<file path="src/rtl/vga_pkg.sv">
// Shared timing defaults, derived-constant helpers and the test-pattern
// bar colour table for the VGA timing generator.
package vga_pkg;

  // 640x480@60 defaults
  localparam int DEF_H_ACTIVE = 640;
  localparam int DEF_H_FP     = 16;
  localparam int DEF_H_SYNC   = 96;
  localparam int DEF_H_BP     = 48;
  localparam int DEF_V_ACTIVE = 480;
  localparam int DEF_V_FP     = 10;
  localparam int DEF_V_SYNC   = 2;
  localparam int DEF_V_BP     = 33;
  localparam int DEF_CLK_DIV  = 2;
  localparam int DEF_CNT_W    = 10;

  function automatic int axis_total(int act, int fp, int sync, int bp);
    return act + fp + sync + bp;
  endfunction

  // First count inside the sync pulse
  function automatic int sync_start(int act, int fp);
    return act + fp;
  endfunction

  // First count after the sync pulse
  function automatic int sync_end(int act, int fp, int sync);
    return act + fp + sync;
  endfunction

  // Bar k -> {red_on, green_on, blue_on}
  localparam logic [7:0][2:0] BAR_RGB = {3'b111, 3'b110, 3'b101, 3'b100,
                                         3'b011, 3'b010, 3'b001, 3'b000};

endpackage

</file>
<file path="src/rtl/vga_axis_counter.sv">
// Generic wrap counter: counts 0..TOTAL-1 while enabled, flags terminal count.
module vga_axis_counter
  import vga_pkg::*;
#(
  parameter int W     = DEF_CNT_W,
  parameter int TOTAL = 800
)(
  input  logic         i_clk,
  input  logic         i_rst,
  input  logic         i_en,
  output logic [W-1:0] o_cnt,
  output logic         o_tc
);

  localparam logic [W-1:0] LAST = W'(TOTAL - 1);

  logic [W-1:0] r_cnt;

  // Count on enable, wrap at the terminal value
  always_ff @(posedge i_clk) begin
    if (i_rst)             r_cnt <= '0;
    else if (i_en) begin
      if (r_cnt == LAST)   r_cnt <= '0;
      else                 r_cnt <= r_cnt + 1'b1;
    end
  end

  assign o_cnt = r_cnt;
  assign o_tc  = (r_cnt == LAST);

endmodule

</file>
<file path="src/rtl/vga_timing_gen.sv">
// Parametrised VGA timing generator: pixel-clock divider, H/V counters,
// sync decode and a colour/sync output register aligned one pixel behind
// the exported coordinates. Optional 8-bar test pattern behind the
// VGA_TESTPATTERN_EN macro (adds the tp_sel input).
module vga_timing_gen
  import vga_pkg::*;
#(
  parameter int H_ACTIVE = DEF_H_ACTIVE,
  parameter int H_FP     = DEF_H_FP,
  parameter int H_SYNC   = DEF_H_SYNC,
  parameter int H_BP     = DEF_H_BP,
  parameter int V_ACTIVE = DEF_V_ACTIVE,
  parameter int V_FP     = DEF_V_FP,
  parameter int V_SYNC   = DEF_V_SYNC,
  parameter int V_BP     = DEF_V_BP,
  parameter int CLK_DIV  = DEF_CLK_DIV,
  parameter bit HS_POL   = 1'b0,
  parameter bit VS_POL   = 1'b0,
  parameter int R_W      = 3,
  parameter int G_W      = 3,
  parameter int B_W      = 2,
  parameter int CNT_W    = DEF_CNT_W
)(
  input  logic             Clock,
  input  logic             reset,
`ifdef VGA_TESTPATTERN_EN
  input  logic             tp_sel,
`endif
  input  logic [R_W-1:0]   rin,
  input  logic [G_W-1:0]   gin,
  input  logic [B_W-1:0]   bin,
  output logic [CNT_W-1:0] Posx,
  output logic [CNT_W-1:0] Posy,
  output logic             pix_ce,
  output logic             active,
  output logic             frame_start,
  output logic [7:0]       frame_cnt,
  output logic [R_W-1:0]   Rojo,
  output logic [G_W-1:0]   Verde,
  output logic [B_W-1:0]   Azul,
  output logic             Hsinc,
  output logic             Vsinc
);

  localparam int H_TOTAL = axis_total(H_ACTIVE, H_FP, H_SYNC, H_BP);
  localparam int V_TOTAL = axis_total(V_ACTIVE, V_FP, V_SYNC, V_BP);
  localparam int DIV_W   = (CLK_DIV > 1) ? $clog2(CLK_DIV) : 1;

  localparam logic [DIV_W-1:0] DIV_LAST = DIV_W'(CLK_DIV - 1);
  localparam logic [CNT_W-1:0] H_ACT_C  = CNT_W'(H_ACTIVE);
  localparam logic [CNT_W-1:0] V_ACT_C  = CNT_W'(V_ACTIVE);
  localparam logic [CNT_W-1:0] HS_BEG   = CNT_W'(sync_start(H_ACTIVE, H_FP));
  localparam logic [CNT_W-1:0] HS_FIN   = CNT_W'(sync_end(H_ACTIVE, H_FP, H_SYNC));
  localparam logic [CNT_W-1:0] VS_BEG   = CNT_W'(sync_start(V_ACTIVE, V_FP));
  localparam logic [CNT_W-1:0] VS_FIN   = CNT_W'(sync_end(V_ACTIVE, V_FP, V_SYNC));

  logic [DIV_W-1:0] r_div;
  logic             w_pix_ce;
  logic [CNT_W-1:0] w_hcnt;
  logic [CNT_W-1:0] w_vcnt;
  logic             w_h_tc;
  logic             w_v_tc;
  logic             w_line_carry;
  logic             w_frame_wrap;
  logic             w_active;
  logic             w_hs_dec;
  logic             w_vs_dec;
  logic [R_W-1:0]   w_r_src;
  logic [G_W-1:0]   w_g_src;
  logic [B_W-1:0]   w_b_src;
  logic [R_W-1:0]   r_red;
  logic [G_W-1:0]   r_grn;
  logic [B_W-1:0]   r_blu;
  logic             r_hs;
  logic             r_vs;
  logic             r_fs;
  logic [7:0]       r_fcnt;

  // System-clock divider; the strobe is masked while reset is held so that
  // CLK_DIV=1 still shows pix_ce=0 during reset
  always_ff @(posedge Clock) begin
    if (reset)                  r_div <= '0;
    else if (r_div == DIV_LAST) r_div <= '0;
    else                        r_div <= r_div + 1'b1;
  end

  assign w_pix_ce     = (r_div == DIV_LAST) & ~reset;
  assign w_line_carry = w_pix_ce & w_h_tc;
  assign w_frame_wrap = w_line_carry & w_v_tc;

  vga_axis_counter #(.W(CNT_W), .TOTAL(H_TOTAL)) u_hcnt (
    .i_clk (Clock),
    .i_rst (reset),
    .i_en  (w_pix_ce),
    .o_cnt (w_hcnt),
    .o_tc  (w_h_tc)
  );

  vga_axis_counter #(.W(CNT_W), .TOTAL(V_TOTAL)) u_vcnt (
    .i_clk (Clock),
    .i_rst (reset),
    .i_en  (w_line_carry),
    .o_cnt (w_vcnt),
    .o_tc  (w_v_tc)
  );

  assign w_active = (w_hcnt < H_ACT_C) && (w_vcnt < V_ACT_C);
  assign w_hs_dec = ((w_hcnt >= HS_BEG) && (w_hcnt < HS_FIN)) ? HS_POL : ~HS_POL;
  assign w_vs_dec = ((w_vcnt >= VS_BEG) && (w_vcnt < VS_FIN)) ? VS_POL : ~VS_POL;

`ifdef VGA_TESTPATTERN_EN
  localparam int BAR_W = H_ACTIVE / 8;
  logic [2:0] w_bar;

  // Bar index from the horizontal position (compare chain, no divider)
  always_comb begin
    w_bar = '0;
    for (int k = 1; k < 8; k++)
      if (w_hcnt >= CNT_W'(k * BAR_W)) w_bar = 3'(k);
  end

  assign w_r_src = tp_sel ? {R_W{BAR_RGB[w_bar][2]}} : rin;
  assign w_g_src = tp_sel ? {G_W{BAR_RGB[w_bar][1]}} : gin;
  assign w_b_src = tp_sel ? {B_W{BAR_RGB[w_bar][0]}} : bin;
`else
  assign w_r_src = rin;
  assign w_g_src = gin;
  assign w_b_src = bin;
`endif

  // Register colour and sync of the departing pixel together so they stay
  // aligned one pixel behind Posx/Posy; blank outside the active window
  always_ff @(posedge Clock) begin
    if (reset) begin
      r_red <= '0;
      r_grn <= '0;
      r_blu <= '0;
      r_hs  <= ~HS_POL;
      r_vs  <= ~VS_POL;
    end else if (w_pix_ce) begin
      r_red <= w_active ? w_r_src : '0;
      r_grn <= w_active ? w_g_src : '0;
      r_blu <= w_active ? w_b_src : '0;
      r_hs  <= w_hs_dec;
      r_vs  <= w_vs_dec;
    end
  end

  // Frame pulse coincides with the edge that loads (0,0); count frames
  always_ff @(posedge Clock) begin
    if (reset) begin
      r_fs   <= 1'b0;
      r_fcnt <= '0;
    end else begin
      r_fs <= w_frame_wrap;
      if (w_frame_wrap) r_fcnt <= r_fcnt + 1'b1;
    end
  end

  assign Posx        = w_hcnt;
  assign Posy        = w_vcnt;
  assign pix_ce      = w_pix_ce;
  assign active      = w_active;
  assign frame_start = r_fs;
  assign frame_cnt   = r_fcnt;
  assign Rojo        = r_red;
  assign Verde       = r_grn;
  assign Azul        = r_blu;
  assign Hsinc       = r_hs;
  assign Vsinc       = r_vs;

endmodule
</file>
<file path="config.mk">
export PLATFORM = sky130hd
export DESIGN_NAME = vga_timing_gen
export DESIGN_NICKNAME = d
export VERILOG_FILES = /design/src/rtl/vga_pkg.sv /design/src/rtl/vga_axis_counter.sv /design/src/rtl/vga_timing_gen.sv
export SDC_FILE = /design/constraint.sdc
export NUM_CORES = 1
export LEC_CHECK = 0
export CAP_MARGIN = 25
export CORE_UTILIZATION = 47
export DETAILED_ROUTE_END_ITERATION = 8
export PLACE_DENSITY = 0.79
export SKIP_LAST_GASP = 1
export SYNTH_ARGS = -nofsm -noshare
export SYNTH_HDL_FRONTEND = slang
export SYNTH_HIERARCHICAL = 1
export SYNTH_SLANG_ARGS = --single-unit
</file>
<file path="constraint.sdc">
create_clock -name Clock -period 2.7 [get_ports Clock]
set_clock_uncertainty 0.1 [all_clocks]
set_input_delay 0.675 -clock Clock [delete_from_list [all_inputs] [get_ports Clock]]
set_output_delay 0.675 -clock Clock [all_outputs]
set_load 0.005 [all_outputs]
</file>
==> reports/summary.txt, run 1 <==
====================================================================================
Yosys cell types                                                                  40
Antenna violations before repair                                                   0
Clock-pin slew on the worst setup and hold paths                             0.08 ns
Final worst path period need                                                 2.61 ns
Layer with the highest usage                                                    met2
Number of buffers inserted for hold repair after clock tree synthesis              0
Final HPWL DP                                                                2820 um
Part of the total power dissipated in the clock network                        42.7%
Hold Path Depth                                                                    2
Maximum buffer depth of the clock tree                                             2
Routability Congestion                                                         0.751
Unrepaired setup endpoints after global routing                                   no
Worst setup slack after layout                                             0.0893 ns
Cell Rows                                                                         22
Maximum vdd drop                                                              325 uV
Average wire per cell in the routed design                                   13.2 um
Most instantiated library cell after synthesis                          sky130_fd_sc_hd__dfxtp_1
Fillers                                                                          326
Number of antenna diodes                                                           0
Net count after synthesis                                                        219
Int Power                                                                   0.919 mW
Port-buffer cells                                                                 50
Count of clock tree sinks                                                         40
Syn-to-layout area delta                                                       36.7%
Vertical die dimension                                                       64.6 um
Clock tree root driver cell                                             sky130_fd_sc_hd__clkbuf_8
Data required time of the worst path                                         1.92 ns
Flops & latches, synth                                                            40
Via density per instance                                                        5.45
Die Footprint                                                              4170 um^2
Max-cap violation count                                                            0
Mapped Cells                                                                     205
Peak Freq                                                                  0.383 GHz
Max transition margin                                                          74.0%
Origin of the critical flop-to-flop path                                u_hcnt/o_cnt[0]$_SDFFE_PP0P_
Hold Crit Endpoint                                                      frame_cnt[7]$_SDFFE_PP0P_
Worst setup startpoint                                                         reset
Run status                                                                 completed
Clk Latency, worst-skew pair                                                 0.30 ns
Total of warnings raised by yosys                                                  6
Proportion of total power due to net switching                                 22.2%
Share of total power in sequential cells                                       51.2%
Min Hold Slack                                                              0.388 ns
Net total in the final layout                                                    273
First-pass GRT wire length                                                   6640 um
Met3 track demand over resource                                                5.46%
Worst Path Arrival                                                           1.84 ns
Met1 track demand over resource in global routing                              25.2%
Total global routing overflow                                                      0
Reg2reg end                                                             frame_cnt[5]$_SDFFE_PP0P_
Most common flop cell mapped by yosys                                   sky130_fd_sc_hd__dfxtp_1
Vias in the first global route                                                  1453
Hold WC Path Type                                                       flop to flop
DRC viols                                                                          0
CP endpoint kind                                                         output port
Worst Tran Pin Value                                                        0.388 ns
Post-synth top area share                                                      43.5%
Met2 GRT Util                                                                  34.1%
Fraction of layout cells with a size suffix above 1                            8.85%
Worst Setup Slack post-DPL                                                -0.0182 ns
Cell taking the most area after synthesis                               sky130_fd_sc_hd__dfxtp_1
CTS tree                                                                        done
Power Dens Cells                                                         470 nW/um^2
Remaining number of nets flagged by the antenna check after routing                0
Overall Power                                                                1.18 mW
Die extent in x                                                              64.6 um
Area after DPL                                                             2400 um^2
Internal reg-to-reg setup slack                                              0.41 ns
Final routed wirelength across all metal layers                              4060 um
Largest net degree at the start of global routing                                 23
Most numerous cell types in the synthesized netlist                     sky130_fd_sc_hd__dfxtp_1, sky130_fd_sc_hd__nor2_1, sky130_fd_sc_hd__nand2_1, sky130_fd_sc_hd__o31ai_1
Worst Min Path Start                                                    frame_cnt[7]$_SDFFE_PP0P_
Final instance area                                                        2510 um^2
Standard cell core area                                                    3720 um^2
Fin crit share                                                                 96.7%
Sequential-to-total area share from yosys stat                                 43.5%
Number of enable-type register cells in the synthesized netlist                    0
Depth of the CTS H-tree                                                            2
Overall routing resource usage                                                 20.5%
Relative contribution of combinational cells to total power                     6.1%
Net load switching power                                                    0.262 mW
Initial core utilization                                                       49.5%
Category of the most critical setup path                                input pin to output port
Detailed-route via count                                                        1679
Maximum fanout along the worst path                                                4
TritonCTS buffer count                                                             5
Mapped Area                                                                1840 um^2
Final-report max-slew violation count                                              0
Post-CTS setup buffers                                                             0
Detailed Route Iter0 Violations                                                   74
Total iterations of the first detailed-routing run                                 4
Worst reg2reg path depth                                                           6
Post-synth ARST share                                                             0%
Setup violation total in the final timing report                                   0
Number of hold violations in the final report                                      0
Fin Setup TNS                                                                   0 ns
Top Ports                                                                         51
Avg Synthesized Cell Area                                                  8.97 um^2
Critical path startpoint category                                          input pin
Top cells by area, synth                                                sky130_fd_sc_hd__dfxtp_1, sky130_fd_sc_hd__o31ai_1, sky130_fd_sc_hd__nor2_1
Static leakage                                                              0.850 nW
====================================================================================
==> final cells by class <==
| class | instances | area [um^2] | area share (%) |
|---|---|---|---|
| sequential | 40 | 801 | 31.9 |
| inverter | 11 | 41.3 | 1.64 |
| multi-input combinational | 145 | 951 | 37.8 |
| timing repair buffer | 56 | 546 | 21.7 |
| clock inverter | 3 | 46.3 | 1.84 |
| clock buffer | 5 | 68.8 | 2.74 |
| tap | 48 | 60.1 | 2.39 |
==> timing repair <==
action | 4_1_cts | 5_1_grt
resized for setup | 1 | 0
hold endpoints to repair | 0 | 0
endpoints found under the setup margin | 1 | 0
==> worst max path at each step <==
| stage | endpoint | slack [ns] | cells past startpoint |
|---|---|---|---|
| after global placement | pix_ce | -0.01 | 3 |
| after global routing | pix_ce | 0.04 | 3 |
| after floorplan | u_vcnt/o_cnt[8]$_SDFFE_PP0P_ | 0.43 | 7 |
| after CTS | pix_ce | 0.08 | 3 |
| after detailed placement | pix_ce | -0.02 | 3 |
| final | pix_ce | 0.09 | 3 |
==> placed cells by master, fill, tap and decap left out, drive strengths merged, types with 2 or more instances in the layout <==
cell,n
buf,6
xor2,6
nand4,8
mux2i,2
a21oi,11
inv,11
nor4,2
nor4bb,2
dfxtp,40
and3,3
nand2,17
nor3,2
o31ai,15
nor2,21
nand3b,9
nand3,8
nand4b,2
clkdlybuf4s50,50
o21ai,5
ha,4
or3,4
clkbuf,5
or4,7
xnor2,8
==> sequential cells by signal, indices dropped and copies added, names as in the netlist <==
name / flops
u_vcnt/o_cnt: 10
frame_cnt: 8
frame_start: 1
Rojo: 3
u_hcnt/o_cnt: 10
Azul: 2
Verde: 3
Vsinc: 1
r_div: 1
Hsinc: 1
==> worst max-delay path, cell delays in order <==
cell	delay, ns
sky130_fd_sc_hd__clkdlybuf4s50_1	0.43
sky130_fd_sc_hd__nor2b_2	0.20
sky130_fd_sc_hd__clkdlybuf4s50_1	0.53
==> per-layer routing <==
layer | share of wire (%) | routed length [um]
met5 | 0 | 0
met2 | 46 | 1890
met1 | 48 | 1930
met3 | 4.6 | 187
met4 | 1.4 | 56
==> through the flow <==
step | utilization [%] | std cells
floorplan | - | 205
global placement | 64.5 | 300
detailed placement | 64.5 | 300
CTS | 67.6 | 308
global route | 67.6 | 308
finish | 67.6 | 308
==> power groups by stage <==
stage / Clock, mW / Sequential [mW] / Combinational [mW]
after floorplan: 0 / 0.620 / 0.0323
after global placement: 0 / 0.619 / 0.0713
after detailed placement: 0 / 0.619 / 0.0725
after CTS: 0.517 / 0.605 / 0.0729
after global routing: 0.541 / 0.607 / 0.0789
final: 0.504 / 0.605 / 0.0722
==> kinds of logic after synthesis <==
| logic type | Yosys count | share of synthesized area [%] |
|---|---|---|
| buffers and inverters | 20 | 4.90 |
| flip-flops | 40 | 43.5 |
| XOR/XNOR | 14 | 6.67 |
| AND/OR/NAND/NOR | 89 | 28.2 |
| adder cells (fa/ha/maj) | 4 | 2.72 |
| AO/OA/AOI/OAI | 36 | 12.9 |
| multiplexers | 2 | 1.09 |
No activity file was read; power rests on OpenSTA's default activity.
==> run 2: changes to the inputs <==
--- a/config.mk
+++ b/config.mk
@@ -5,8 +5,9 @@
 export SDC_FILE = /design/constraint.sdc
 export NUM_CORES = 1
 export LEC_CHECK = 0
+export ABC_AREA = 1
 export CAP_MARGIN = 25
-export CORE_UTILIZATION = 47
+export CORE_UTILIZATION = 48
 export DETAILED_ROUTE_END_ITERATION = 8
 export PLACE_DENSITY = 0.79
 export SKIP_LAST_GASP = 1
==> reports/summary.txt, run 2 <==
======================================================================================
Run status                                                                   completed
Syn-to-layout area delta                                                         34.5%
Routability Congestion                                                           0.791   +5.4%
Post-synth ARST share                                                               0%   unchanged
Mapped Area                                                                  1940 um^2   +5.6%
Clock tree root driver cell                                               sky130_fd_sc_hd__clkbuf_8
Final worst path period need                                                   2.59 ns   -0.0190 ns
Final HPWL DP                                                                  3170 um   +12%
Detailed Route Iter0 Violations                                                    103   +39%
Category of the most critical setup path                                  input pin to output port
Final-report max-slew violation count                                                0   unchanged
Average wire per cell in the routed design                                     11.6 um   -12%
Fin crit share                                                                   96.0%   -0.70 points
Cell class contributing the biggest share of worst-path delay             buffers and inverters
Most numerous cell types in the synthesized netlist                       sky130_fd_sc_hd__nand2_1, sky130_fd_sc_hd__nor2_1, sky130_fd_sc_hd__dfxtp_1, sky130_fd_sc_hd__inv_1, sky130_fd_sc_hd__nand3_1
First-pass GRT wire length                                                     7270 um   +9.3%
Peak Freq                                                                    0.386 GHz   +0.73%
Top Ports                                                                           51   unchanged
Die extent in x                                                                65.6 um   +1.6%
Final routed wirelength across all metal layers                                4340 um   +7.0%
Clk Latency, worst-skew pair                                                   0.29 ns   about the same
Instance count on the critical path                                                  3   unchanged
CP endpoint kind                                                           output port
TritonCTS buffer count                                                               5   unchanged
Origin of the critical flop-to-flop path                                  u_hcnt/o_cnt[0]$_SDFFE_PP0P_
Post-cts repair resize count                                                         0   -1
Vias in the first global route                                                    1754   +21%
Data required time of the worst path                                           1.92 ns   about the same
Cell occurring most often along the worst timing path                     sky130_fd_sc_hd__clkdlybuf4s50_1
Number of hold violations in the final report                                        0   unchanged
Top cells by area, synth                                                  sky130_fd_sc_hd__dfxtp_1, sky130_fd_sc_hd__nand2_1, sky130_fd_sc_hd__nor2_1
Net count after synthesis                                                          278   +27%
Final instance area                                                          2610 um^2   +3.9%
Most instantiated library cell after synthesis                            sky130_fd_sc_hd__nand2_1
Maximum buffer depth of the clock tree                                               2   unchanged
Worst setup slack after layout                                                0.108 ns   +0.0190 ns
Maximum vdd drop                                                                317 uV   -2.3%
Power Dens Cells                                                           414 nW/um^2   -12%
Total of warnings raised by yosys                                                    6   unchanged
Maximum fanout along the worst path                                                  2   -2
Overall routing resource usage                                                   21.9%   +1.4 points
Buf/Inv on CP                                                                        2   unchanged
Critical path startpoint category                                            input pin
Flops & latches, synth                                                              40   unchanged
Unrepaired setup endpoints after global routing                                     no
Most used cells in the layout excluding fill and tap cells                sky130_fd_sc_hd__nand2_1, sky130_fd_sc_hd__clkdlybuf4s50_1, sky130_fd_sc_hd__nor2_1
Max transition margin                                                            55.3%   -19 points
Total global routing overflow                                                        0   unchanged
Port-buffer cells                                                                   50   unchanged
Area after DPL                                                               2520 um^2   +5.2%
Largest net degree at the start of global routing                                   17   -26%
Number of antenna diodes                                                             0   unchanged
Reg2reg end                                                               u_vcnt/o_cnt[9]$_SDFFE_PP0P_
Via density per instance                                                          5.12   -6.1%
DRC viols                                                                            0   unchanged
Fin Setup TNS                                                                     0 ns   unchanged
Leading cell type in the layout, fill and taps excluded                   sky130_fd_sc_hd__nand2_1
Net total in the final layout                                                      338   +24%
Detailed-route via count                                                          1910   +14%
Worst Setup Slack post-DPL                                                    0.104 ns   +0.123 ns
Antenna violations before repair                                                     0   unchanged
Post-synth top area share                                                        41.2%   -2.3 points
Total iterations of the first detailed-routing run                                   5   +1
Count of clock tree sinks                                                           40   unchanged
Yosys cell types                                                                    27   -33%
Internal reg-to-reg setup slack                                                0.45 ns   +0.04 ns
CP cell instances                                                         clkdlybuf4s50_1, nor2_4, clkdlybuf4s50_1
Worst reg2reg path depth                                                            11   +5
End-of-flow core utilization                                                     69.2%   +1.6 points
Cell taking the most area after synthesis                                 sky130_fd_sc_hd__dfxtp_1
Sequential-to-total area share from yosys stat                                   41.2%   -2.3 points
Standard cell core area                                                      3770 um^2   +1.5%
Depth of the CTS H-tree                                                              2   unchanged
Fraction of layout cells with a size suffix above 1                              10.5%   +1.6 points
End point of the critical path                                                  pix_ce
Library cell contributing the largest single delay on the critical path   sky130_fd_sc_hd__clkdlybuf4s50_1
Worst path max stage delay                                                     0.51 ns   -0.02 ns
Max-cap violation count                                                              0   unchanged
Worst Tran Pin Value                                                          0.664 ns   +0.276 ns
Vertical die dimension                                                         65.6 um   +1.6%
Post-CTS setup buffers                                                               0   unchanged
Remaining number of nets flagged by the antenna check after routing                  0   unchanged
Die Footprint                                                                4300 um^2   +3.3%
Mapped Cells                                                                       264   +29%
Setup violation total in the final timing report                                     0   unchanged
Most common flop cell mapped by yosys                                     sky130_fd_sc_hd__dfxtp_1
Worst Path Arrival                                                             1.82 ns   -0.02 ns
Hold Path Depth                                                                      2   unchanged
Number of buffers inserted for hold repair after clock tree synthesis                0   unchanged
Initial core utilization                                                         51.5%   +2.0 points
Worst setup startpoint                                                           reset
Cell Rows                                                                           22   unchanged
Number of enable-type register cells in the synthesized netlist                      0   unchanged
Clock-pin slew on the worst setup and hold paths                               0.07 ns   about the same
Min Hold Slack                                                                0.353 ns   -0.0350 ns
Static leakage                                                                 1.03 nW   +22%
CTS tree                                                                          done
Avg Synthesized Cell Area                                                    7.36 um^2   -18%
Hold WC Path Type                                                         flop to flop
======================================================================================
==> run 2: changes by cell type after synthesis, moves of 5 or more <==
cell / delta
sky130_fd_sc_hd__nand3b_1: -9
sky130_fd_sc_hd__nand2_1: +37
sky130_fd_sc_hd__nand4_1: +6
sky130_fd_sc_hd__nor2_1: +21
sky130_fd_sc_hd__inv_1: +21
sky130_fd_sc_hd__o31ai_1: -15
sky130_fd_sc_hd__xnor2_1: -5
sky130_fd_sc_hd__or4_1: -6
sky130_fd_sc_hd__nand3_1: +12
sky130_fd_sc_hd__nor2_2: +6
==> run 2: worst min path at each step <==
stage / startpoint / to
final: Verde[1]$_SDFFE_PP0P_ / Verde[1]$_SDFFE_PP0P_
after global routing: Verde[1]$_SDFFE_PP0P_ / Verde[1]$_SDFFE_PP0P_
after CTS: Verde[1]$_SDFFE_PP0P_ / Verde[1]$_SDFFE_PP0P_
after detailed placement: Verde[1]$_SDFFE_PP0P_ / Verde[1]$_SDFFE_PP0P_
after global placement: Verde[1]$_SDFFE_PP0P_ / Verde[1]$_SDFFE_PP0P_
after floorplan: Azul[0]$_SDFFE_PP0P_ / Azul[0]$_SDFFE_PP0P_
==> run 2: report_power, final <==
| group | switching (mW) | internal [mW] | leakage, nW | total [mW] |
|---|---|---|---|---|
| clock network | 0.196 | 0.208 | 0.0455 | 0.404 |
| logic | 0.0324 | 0.0388 | 0.665 | 0.0712 |
| registers | 0.00692 | 0.599 | 0.324 | 0.606 |
==> run 2: logic make-up after synthesis <==
| logic type | share of synthesized area [%] |
|---|---|
| buf+inv | 7.54 |
| simple gates | 38.9 |
| flops | 41.2 |
| fa+ha+maj | 2.58 |
| xor+xnor | 4.06 |
| mux | 0.515 |
| compound gates | 5.22 |
==> run 2: final cells by class <==
cell class	instances	area [um^2]
clock buffer	8	90.1
fill	316	1160
inverter	34	128
multi-input combinational	188	995
tap	48	60.1
timing repair buffer	55	538
sequential	40	801
==> run 2: through the flow <==
stage          power, mW  cells
6_report            1.08    373
5_1_grt             1.13    373
4_1_cts             1.09    373
3_5_place_dp       0.691    365
3_3_place_gp       0.690    365
2_1_floorplan      0.647    264
==> run 2: worst register-to-register path, cell delays in order, from the launching register on <==
cell and delay (ns):
sky130_fd_sc_hd__dfxtp_1 0.40, sky130_fd_sc_hd__ha_1 0.22, sky130_fd_sc_hd__nand2_1 0.12, sky130_fd_sc_hd__nor4_1 0.27, sky130_fd_sc_hd__buf_4 0.18, sky130_fd_sc_hd__nand3_2 0.11
sky130_fd_sc_hd__inv_1 0.23, sky130_fd_sc_hd__nand4_1 0.16, sky130_fd_sc_hd__nor2_1 0.17, sky130_fd_sc_hd__nand3_1 0.09, sky130_fd_sc_hd__nand3_1 0.09, sky130_fd_sc_hd__nor2_1 0.04
==> run 2: layer usage <==
| layer | part of all wire [%] | global-route usage (%) |
|---|---|---|
| met5 | 0 | 0 |
| met2 | 47 | 36.5 |
| met1 | 46 | 26.5 |
| met3 | 5.5 | 4.69 |
| met4 | 1.8 | 10.6 |
==> run 3: changes to the inputs <==
--- a/config.mk
+++ b/config.mk
@@ -7,9 +7,12 @@
 export LEC_CHECK = 0
 export ABC_AREA = 1
 export CAP_MARGIN = 25
-export CORE_UTILIZATION = 48
+export CELL_PAD_IN_SITES_DETAIL_PLACEMENT = 1
+export CELL_PAD_IN_SITES_GLOBAL_PLACEMENT = 1
+export CORE_UTILIZATION = 34
+export CTS_CLUSTER_SIZE = 30
 export DETAILED_ROUTE_END_ITERATION = 8
-export PLACE_DENSITY = 0.79
+export PLACE_DENSITY_LB_ADDON = 0.1
 export SKIP_LAST_GASP = 1
 export SYNTH_ARGS = -nofsm -noshare
 export SYNTH_HDL_FRONTEND = slang
==> reports/summary.txt, run 3 (synthesized netlist as in run 2, its figures left out) <==
====================================================================================
Total iterations of the first detailed-routing run                                 4   -1
Via density per instance                                                        4.73   -7.5%
CP endpoint kind                                                         output port
Top Ports                                                                         51   unchanged
Count of clock tree sinks                                                         40   unchanged
Overall routing resource usage                                                 17.2%   -4.7 points
Initial core utilization                                                       35.3%   -16 points
Data required time of the worst path                                         1.92 ns   about the same
Total global routing overflow                                                      0   unchanged
Depth of the CTS H-tree                                                            2   unchanged
First-pass GRT wire length                                                   8180 um   +13%
Met3 track demand over resource                                                3.18%   -1.5 points
Met1 track demand over resource in global routing                              21.3%   -5.2 points
Routability Congestion                                                         0.809   +2.3%
Leading cell type in the layout, fill and taps excluded                 sky130_fd_sc_hd__nand2_1
Maximum vdd drop                                                              253 uV   -20%
Peak Freq                                                                  0.383 GHz   -0.73%
Number of antenna diodes                                                           0   unchanged
Static leakage                                                               1.05 nW   +1.9%
Fin Setup TNS                                                                   0 ns   unchanged
Cell Rows                                                                         27   +23%
Syn-to-layout area delta                                                       37.7%
Final-report max-slew violation count                                              0   unchanged
Maximum buffer depth of the clock tree                                             2   unchanged
Clock tree root driver cell                                             sky130_fd_sc_hd__clkbuf_8
Final HPWL DP                                                                3730 um   +18%
Post-cts repair resize count                                                       0   unchanged
Final instance area                                                        2670 um^2   +2.4%
End-of-flow core utilization                                                   48.6%   -21 points
Setup violation total in the final timing report                                   0   unchanged
Post-CTS setup buffers                                                             0   unchanged
Vertical die dimension                                                       77.6 um   +18%
Die Footprint                                                              6020 um^2   +40%
Met2 GRT Util                                                                  29.3%   -7.2 points
Critical path startpoint category                                          input pin
Die extent in x                                                              77.6 um   +18%
CTS tree                                                                        done
Fin crit share                                                                 96.7%   +0.71 points
Standard cell core area                                                    5510 um^2   +46%
Detailed-route via count                                                        1889   -1.1%
Power Dens Cells                                                         435 nW/um^2   +5.0%
Largest net degree at the start of global routing                                 17   unchanged
Number of buffers inserted for hold repair after clock tree synthesis              0   unchanged
Remaining number of nets flagged by the antenna check after routing                0   unchanged
Fillers                                                                          702   +120%
Most used cells in the layout excluding fill and tap cells              sky130_fd_sc_hd__nand2_1, sky130_fd_sc_hd__clkdlybuf4s50_1, sky130_fd_sc_hd__nor2_1
Category of the most critical setup path                                input pin to output port
Unrepaired setup endpoints after global routing                                   no
Vias in the first global route                                                  1785   +1.8%
Area after DPL                                                             2570 um^2   +1.8%
Final routed wirelength across all metal layers                              4850 um   +12%
Port-buffer cells                                                                 50   unchanged
Clk Latency, worst-skew pair                                                 0.29 ns   about the same
Average wire per cell in the routed design                                   12.2 um   +4.4%
Origin of the critical flop-to-flop path                                u_hcnt/o_cnt[0]$_SDFFE_PP0P_
Worst Path Arrival                                                           1.84 ns   +0.02 ns
Run status                                                                 completed
Final worst path period need                                                 2.61 ns   +0.0191 ns
Maximum fanout along the worst path                                                2   unchanged
Clock-pin slew on the worst setup and hold paths                             0.08 ns   about the same
DRC viols                                                                          0   unchanged
Max transition margin                                                          65.0%   +9.7 points
Detailed Route Iter0 Violations                                                   19   -82%
Worst Min Path Start                                                    Azul[0]$_SDFFE_PP0P_
Worst setup startpoint                                                         reset
Layer with the highest usage                                                    met2
Net total in the final layout                                                    340   +0.59%
Antenna violations before repair                                                   0   unchanged
Number of hold violations in the final report                                      0   unchanged
Fraction of layout cells with a size suffix above 1                            11.3%   +0.85 points
Worst Tran Pin Value                                                        0.522 ns   -0.142 ns
TritonCTS buffer count                                                             5   unchanged
Max-cap violation count                                                            0   unchanged
Hold WC Path Type                                                       flop to flop
Finished Layout Cells                                                            399   +7.0%
Placed Cells incl. Taps                                                          391   +7.1%
Overall Power                                                                1.16 mW   +7.5%
====================================================================================
run 3: path summary, 6_finish.rpt:
check / to / slack, ns / cells past startpoint
worst min register to register: Azul[0]$_SDFFE_PP0P_ / 0.35 / 2
worst max-delay path: pix_ce / 0.09 / 3
worst max register to register: u_vcnt/o_cnt[6]$_SDFFE_PP0P_ / 0.42 / 10
worst min-delay path: Azul[0]$_SDFFE_PP0P_ / 0.35 / 2
run 3: critical path: stages:
cell                              delay (ns)
sky130_fd_sc_hd__clkdlybuf4s50_1        0.49
sky130_fd_sc_hd__nor2_4                 0.14
sky130_fd_sc_hd__clkdlybuf4s50_1        0.52
run 3: power by group:
part,total [mW],internal [mW],switching [mW]
Combinational,0.0743,0.0401,0.0342
Clock,0.483,0.274,0.209
Sequential,0.606,0.599,0.00659
Total,1.16,0.913,0.250
run 3: cell type report:
type                       instances  area, um^2  area share, %
multi-input combinational        188         995           37.2
sequential                        40         801           29.9
timing repair buffer              57         553           20.7
inverter                          34         128           4.77
tap                               72        90.1           3.37
clock buffer                       6        72.6           2.71
clock inverter                     2        35.0           1.31
run 3: metal layers:
| metal | wire (um) | share of wire (%) |
|---|---|---|
| met2 | 2340 | 48 |
| met4 | 65 | 1.3 |
| met5 | 0 | 0 |
| met1 | 2300 | 47 |
| met3 | 148 | 3.1 |
run 3: metrics by stage:
step,setup slack [ns],hold slack [ns]
2_1_floorplan,0.436,0.346
3_3_place_gp,0.0900,0.338
3_5_place_dp,0.0825,0.344
4_1_cts,0.0825,0.358
5_1_grt,0.0527,0.370
6_report,0.0891,0.355
